[config.mk]
export PLATFORM = sky130hd
export DESIGN_NAME = hwpe_cfg_master
export DESIGN_NICKNAME = d
export VERILOG_FILES = /design/src/rtl/hwpe_cfg_master.sv
export SDC_FILE = /design/constraint.sdc
export NUM_CORES = 1
export LEC_CHECK = 0
export CAP_MARGIN = 10
export CORE_ASPECT_RATIO = 0.75
export CORE_MARGIN = 5
export CORE_UTILIZATION = 45
export CTS_CLUSTER_DIAMETER = 200
export DETAILED_ROUTE_END_ITERATION = 10
export PLACE_DENSITY = 0.8
export SETUP_SLACK_MARGIN = 0.5
export SYNTH_ARGS = -nofsm -noshare
export SYNTH_HDL_FRONTEND = slang
export SYNTH_SLANG_ARGS = --single-unit
export TNS_END_PERCENT = 10
[constraint.sdc]
create_clock -name clk_i -period 3 [get_ports clk_i]
set_input_delay 0.45 -clock clk_i [delete_from_list [all_inputs] [get_ports clk_i]]
set_output_delay 0.45 -clock clk_i [all_outputs]
set_load 0.01 [all_outputs]
[src/rtl/hwpe_cfg_master.sv]
// hwpe_cfg_master: config-bus initiator with in-order response tracking.
// Issues single-word commands, checks response IDs, buffers responses.
module hwpe_cfg_master #(
  parameter int unsigned ID_WIDTH  = 8,
  parameter int unsigned AW        = 32,
  parameter int unsigned DW        = 32,
  parameter int unsigned MAX_OUTST = 2
) (
  input  logic                clk_i,
  input  logic                rst_i,
  input  logic                cmd_valid_i,
  output logic                cmd_ready_o,
  input  logic                cmd_wen_i,
  input  logic [AW-1:0]       cmd_add_i,
  input  logic [DW-1:0]       cmd_wdata_i,
  input  logic [DW/8-1:0]     cmd_be_i,
  output logic                req_o,
  output logic                wen_o,
  output logic [AW-1:0]       add_o,
  output logic [DW-1:0]       wdata_o,
  output logic [DW/8-1:0]     be_o,
  output logic [ID_WIDTH-1:0] id_o,
  input  logic                gnt_i,
  input  logic                r_valid_i,
  input  logic [DW-1:0]       r_rdata_i,
  input  logic [ID_WIDTH-1:0] r_id_i,
  output logic                rsp_valid_o,
  input  logic                rsp_ready_i,
  output logic [DW-1:0]       rsp_rdata_o,
  output logic [ID_WIDTH-1:0] rsp_id_o,
  output logic                busy_o,
  output logic                err_o,
  input  logic                err_clear_i
);

  localparam int unsigned BW = DW / 8;
  localparam int unsigned CW = $clog2(MAX_OUTST + 1);
  localparam int unsigned OW = CW + 2;
  localparam int unsigned PW = (MAX_OUTST > 1) ? $clog2(MAX_OUTST) : 1;

  logic                req_q, req_d;
  logic                wen_q, wen_d;
  logic [AW-1:0]       add_q, add_d;
  logic [DW-1:0]       wdata_q, wdata_d;
  logic [BW-1:0]       be_q, be_d;
  logic [ID_WIDTH-1:0] id_q, id_d;
  logic [ID_WIDTH-1:0] next_id_q, next_id_d;
  logic [CW-1:0]       outst_q, outst_d;
  logic [CW-1:0]       fcnt_q, fcnt_d;
  logic [PW-1:0]       rd_ptr_q, rd_ptr_d;
  logic [PW-1:0]       wr_ptr_q, wr_ptr_d;
  logic                err_q, err_d;

  logic [MAX_OUTST-1:0][DW-1:0]       mem_data_q, mem_data_d;
  logic [MAX_OUTST-1:0][ID_WIDTH-1:0] mem_id_q, mem_id_d;

  logic [OW-1:0]       occ;
  logic [ID_WIDTH-1:0] exp_id;
  logic                cmd_fire, grant, rsp_ok, rsp_stray, id_bad, pop;

  function automatic logic [PW-1:0] ptr_inc(input logic [PW-1:0] p);
    return (p == PW'(MAX_OUTST - 1)) ? '0 : p + PW'(1);
  endfunction

  // Occupancy counts every credit in use: pending, in flight, buffered
  assign occ = OW'(req_q) + OW'(outst_q) + OW'(fcnt_q);
  assign cmd_ready_o = (!req_q || gnt_i) && (occ < OW'(MAX_OUTST));
  assign cmd_fire = cmd_valid_i && cmd_ready_o;
  assign grant = req_q && gnt_i;
  // Oldest in-flight transaction is the one the next response must match
  assign exp_id = next_id_q - ID_WIDTH'(outst_q);
  assign rsp_ok = r_valid_i && (outst_q != '0);
  assign rsp_stray = r_valid_i && (outst_q == '0);
  assign id_bad = rsp_ok && (r_id_i != exp_id);
  assign pop = (fcnt_q != '0) && rsp_ready_i;

  assign req_o = req_q;
  assign wen_o = wen_q;
  assign add_o = add_q;
  assign wdata_o = wdata_q;
  assign be_o = be_q;
  assign id_o = id_q;
  assign rsp_valid_o = (fcnt_q != '0);
  assign rsp_rdata_o = mem_data_q[rd_ptr_q];
  assign rsp_id_o = mem_id_q[rd_ptr_q];
  assign busy_o = (occ != '0);
  assign err_o = err_q;

  // Next-state for request register, ID/credit counters, FIFO and error flag
  always_comb begin
    req_d = req_q;
    wen_d = wen_q;
    add_d = add_q;
    wdata_d = wdata_q;
    be_d = be_q;
    id_d = id_q;
    next_id_d = next_id_q;
    outst_d = outst_q;
    fcnt_d = fcnt_q;
    rd_ptr_d = rd_ptr_q;
    wr_ptr_d = wr_ptr_q;
    mem_data_d = mem_data_q;
    mem_id_d = mem_id_q;
    err_d = err_q;

    if (grant) begin
      req_d = 1'b0;
      next_id_d = next_id_q + ID_WIDTH'(1);
    end
    // A command taken in the grant cycle gets the post-increment ID
    if (cmd_fire) begin
      req_d = 1'b1;
      wen_d = cmd_wen_i;
      add_d = cmd_add_i;
      wdata_d = cmd_wdata_i;
      be_d = cmd_be_i;
      id_d = next_id_d;
    end

    if (grant && !rsp_ok) begin
      outst_d = outst_q + CW'(1);
    end else if (!grant && rsp_ok) begin
      outst_d = outst_q - CW'(1);
    end

    if (rsp_ok) begin
      mem_data_d[wr_ptr_q] = r_rdata_i;
      mem_id_d[wr_ptr_q] = r_id_i;
      wr_ptr_d = ptr_inc(wr_ptr_q);
    end
    if (pop) begin
      rd_ptr_d = ptr_inc(rd_ptr_q);
    end
    if (rsp_ok && !pop) begin
      fcnt_d = fcnt_q + CW'(1);
    end else if (!rsp_ok && pop) begin
      fcnt_d = fcnt_q - CW'(1);
    end

    if (rsp_stray || id_bad) begin
      err_d = 1'b1;
    end else if (err_clear_i) begin
      err_d = 1'b0;
    end
  end

  // State registers with synchronous reset
  always_ff @(posedge clk_i) begin
    if (rst_i) begin
      req_q <= 1'b0;
      wen_q <= 1'b1;
      add_q <= '0;
      wdata_q <= '0;
      be_q <= '0;
      id_q <= '0;
      next_id_q <= '0;
      outst_q <= '0;
      fcnt_q <= '0;
      rd_ptr_q <= '0;
      wr_ptr_q <= '0;
      mem_data_q <= '0;
      mem_id_q <= '0;
      err_q <= 1'b0;
    end else begin
      req_q <= req_d;
      wen_q <= wen_d;
      add_q <= add_d;
      wdata_q <= wdata_d;
      be_q <= be_d;
      id_q <= id_d;
      next_id_q <= next_id_d;
      outst_q <= outst_d;
      fcnt_q <= fcnt_d;
      rd_ptr_q <= rd_ptr_d;
      wr_ptr_q <= wr_ptr_d;
      mem_data_q <= mem_data_d;
      mem_id_q <= mem_id_d;
      err_q <= err_d;
    end
  end

endmodule
==> run summary <==
The run finished with clean final reports. The chip width came out at 153 um. Cell at the root of the clock tree: sky130_fd_sc_hd__clkbuf_16. The initial antenna violation count was 0; the proportion of netlist area held by the largest area contributor was 0.503. The switching component of the power was 0.00303 W. At the worst endpoint, the required time is 2550 ps.

The top cell family by delay on the critical path was adder cells. The number of remaining DRC errors is 0. In this run the remaining antenna-violating nets after routing total 0. The first detailed-routing pass ran for 5 iterations.

Synthesis instantiated 39 different standard cells from the library. The library cell with the largest summed area after synthesis was sky130_fd_sc_hd__dfxtp_1. The signed area change from the synthesized netlist to the final layout was 46.8%. For the internal power consumption, the log shows 0.00614 W. For the total nets after synthesis, the log shows 973. The largest net degree at the start of global routing was 86. In this run the number of H-tree levels came out at 4. The sequential cell fraction of total power is 0.337.

The die area was 17900 um2. The tools report the max-slew headroom at the worst pin as 0.581. The placer congestion estimate is 0.805. The clock period minus worst slack was 2440 ps.

For this run, the post-layout net count is 1183. Along the worst path, the maximum fanout reaches 3. The logs give 355 for the number of DRC markers in iteration 0 and 12700 um for the half-perimeter wire length of the detailed placement result. Counting both buffers and inverters, the worst setup path holds a total of 2.

Power comes to 0.00917 W. Counting instances in the post-synthesis netlist gives the leading cell types as sky130_fd_sc_hd__nand2_1 (309), sky130_fd_sc_hd__dfxtp_1 (173), sky130_fd_sc_hd__a21oi_1 (154). At the pin with the least slew margin, the transition time is 629 ps.

The average cell area after synthesis works out to 8.10 um2. Across all layers, the routed design uses 6330 vias. Pin placement for this block handled 238 I/O pins. The proportion of synthesized chip area in sequential cells is 0.503, and the number of global-route vias before repair is 5941. The leakage power is 3.69 nW, and the layout filler cell count is 1253. The critical path goes through inv_1 > fa_2 > fa_1 > and3_4 > buf_6.

The run gives 19200 um as the final routed wirelength across all metal layers. On the final layout, the worst clock skew is 7.47 ps. The maximum frequency from static timing analysis came out at 409 MHz.

The floorplan core area is 15100 um2. The tree built by TritonCTS fans out to 173 sinks. The maximum cell stage delay along the critical path came out at 500 ps. The logs give 849 for the number of instances in the synthesized netlist and 0 for the max-slew violation total from the final report. The number of antenna cells inserted is 0.

The worst-case vdd ir drop is 0.675 mV, and the final critical-path share of the clock period is 0.815. The portion of total power attributed to the clock network is 0.258. Port buffering added 237 buffers. The combinational share of power is 0.405, and the number of maximum-capacitance constraint violations is 0. The tools report the register-to-register setup slack as 690 ps. The min-delay analysis places its worst path in the category primary input to register. Final hold violation count: 0. The fraction of registers with async set or reset after synthesis was 0. Data arrives at the worst endpoint at 1990 ps. Setup repair after global routing could not meet its margin everywhere. The number of buffers created by CTS was 17; the ratio of cells with drive above 1 in the final layout was 0.0973. The clock transition at the register clock pins on the worst setup and hold paths after CTS is 60 ps. The die is 117 um tall. The most common cell in the synthesized netlist is sky130_fd_sc_hd__nand2_1. The power density over the cells is 908 nW/um2.

The clock passes through at most 2 buffers. The total routing usage reported by global routing is 0.202. The slowest stage cell on the critical path is sky130_fd_sc_hd__fa_1. The worst setup path is of the register to output pin kind. In the post-synthesis netlist, the biggest area contributors are sky130_fd_sc_hd__dfxtp_1 (50%), sky130_fd_sc_hd__nand2_1 (17%), sky130_fd_sc_hd__a21oi_1 (11%). In this run, synthesis inferred 0 flip-flops with an integrated enable. Standard-cell row count: 39.

The total overflow left after global routing is 0. The mean routed wirelength per cell came out at 15.1 um. The final setup TNS is 0 ps. Setup violations remaining at the end of the flow were counted as 0. The worst setup path is launched from a register.

The first global-routing pass estimated 29500 um of wire. The via density per instance was 4.97; the effective utilization at floorplan was 0.455. Synthesis inferred 173 register bits. The cell area after technology mapping was 6880 um2; the fraction of power spent switching nets was 0.331. The Yosys step of the flow raised 0 warnings.

The later pin in the worst-skew pair is clocked with a latency of 430 ps. TritonCTS built the clock tree. Number of buffers inserted for hold repair after clock tree synthesis: 0.

The worst setup path is captured at an output pin. In the synthesized netlist the dominant register cell turns out to be sky130_fd_sc_hd__dfxtp_1.
==> worst paths after layout <==
check	from	to	cells past startpoint
setup / recovery	fcnt_q[0]	cmd_ready_o	5
hold / removal	rst_i	rd_ptr_q	2
setup reg to reg	fcnt_q[0]	id_o[3]	8
hold reg to reg	mem_data_q[29]	mem_data_q[29]	2
==> metrics by stage <==
stage	util	instances	setup WS, ps	instance area (um2)	hold WS [ps]
6_report	0.667	1274	555	10100	427
5_1_grt	0.667	1274	485	10100	448
4_1_cts	0.664	1271	496	10000	414
3_5_place_dp	0.619	1239	303	9360	444
3_3_place_gp	0.619	1239	325	9360	439
2_1_floorplan	-	849	599	6880	433
==> layout by cell type, fill, tap and decap left out, types with 7 or more instances in the layout <==
master	netlist	layout
sky130_fd_sc_hd__nand2_1	309	308
sky130_fd_sc_hd__clkdlybuf4s50_1	0	234
sky130_fd_sc_hd__dfxtp_1	173	169
sky130_fd_sc_hd__a21oi_1	154	154
sky130_fd_sc_hd__mux2_2	40	40
sky130_fd_sc_hd__nor2_1	27	26
sky130_fd_sc_hd__clkbuf_16	0	18
sky130_fd_sc_hd__xor2_1	13	13
sky130_fd_sc_hd__inv_1	11	11
sky130_fd_sc_hd__buf_4	6	11
sky130_fd_sc_hd__xnor2_1	8	8
sky130_fd_sc_hd__a211oi_1	8	7
==> layout make-up <==
class,instances,area (um2),share of cell area
multi-input combinational,602,3110,0.308
timing repair buffer,253,2570,0.255
clock inverter,11,194,0.0192
sequential,173,3470,0.344
inverter,12,45.0,0.00446
clock buffer,18,439,0.0435
tap,205,256,0.0254
==> cell families (layout without fill, tap and decap cells) <==
logic type | Yosys count | count (layout) | synth area share
and+or+nand+nor | 359 | 359 | 0.206
xor gates and xnor gates | 21 | 21 | 0.0267
DFF | 173 | 173 | 0.503
adders and majority gates | 8 | 8 | 0.0178
buffers and inverters | 74 | 294 | 0.0466
AOI/OAI and AO/OA | 173 | 173 | 0.132
muxes | 41 | 41 | 0.0669
==> metal layers <==
layer  up-vias  wire length, um  track usage
met5         -                0            0
met4         0              465       0.0760
met3        34              981       0.0485
met2       197             9230        0.338
met1      2916             8500        0.257
li1       3183                -            -
==> power by group through the flow <==
| stage | clock network [W] | logic, W | registers (W) |
|---|---|---|---|
| 3_5_place_dp | 0 | 0.00351 | 0.00318 |
| 6_report | 0.00236 | 0.00371 | 0.00309 |
| 2_1_floorplan | 0 | 0.00178 | 0.00328 |
| 5_1_grt | 0.00250 | 0.00404 | 0.00316 |
| 4_1_cts | 0.00241 | 0.00361 | 0.00310 |
| 3_3_place_gp | 0 | 0.00346 | 0.00316 |
==> state kept, by name, summed over array words and instances, names as in the netlist <==
signal      count
mem_data_q     64
add_o          32
wdata_o        32
mem_id_q       16
id_o            8
next_id_q       8
be_o            4
fcnt_q          2
outst_q         2
err_o           1
rd_ptr_q        1
req_o           1
wen_o           1
wr_ptr_q        1
==> what timing repair did <==
item | in CTS | in global routing
resized for setup | 16 | 3
hold endpoints to repair | 0 | 0
buffers inserted | 3 | 2
setup endpoints to repair | 47 | 7
gates cloned | 0 | 1
pin swaps | 1 | 3
(Power assumes the default switching activity.)
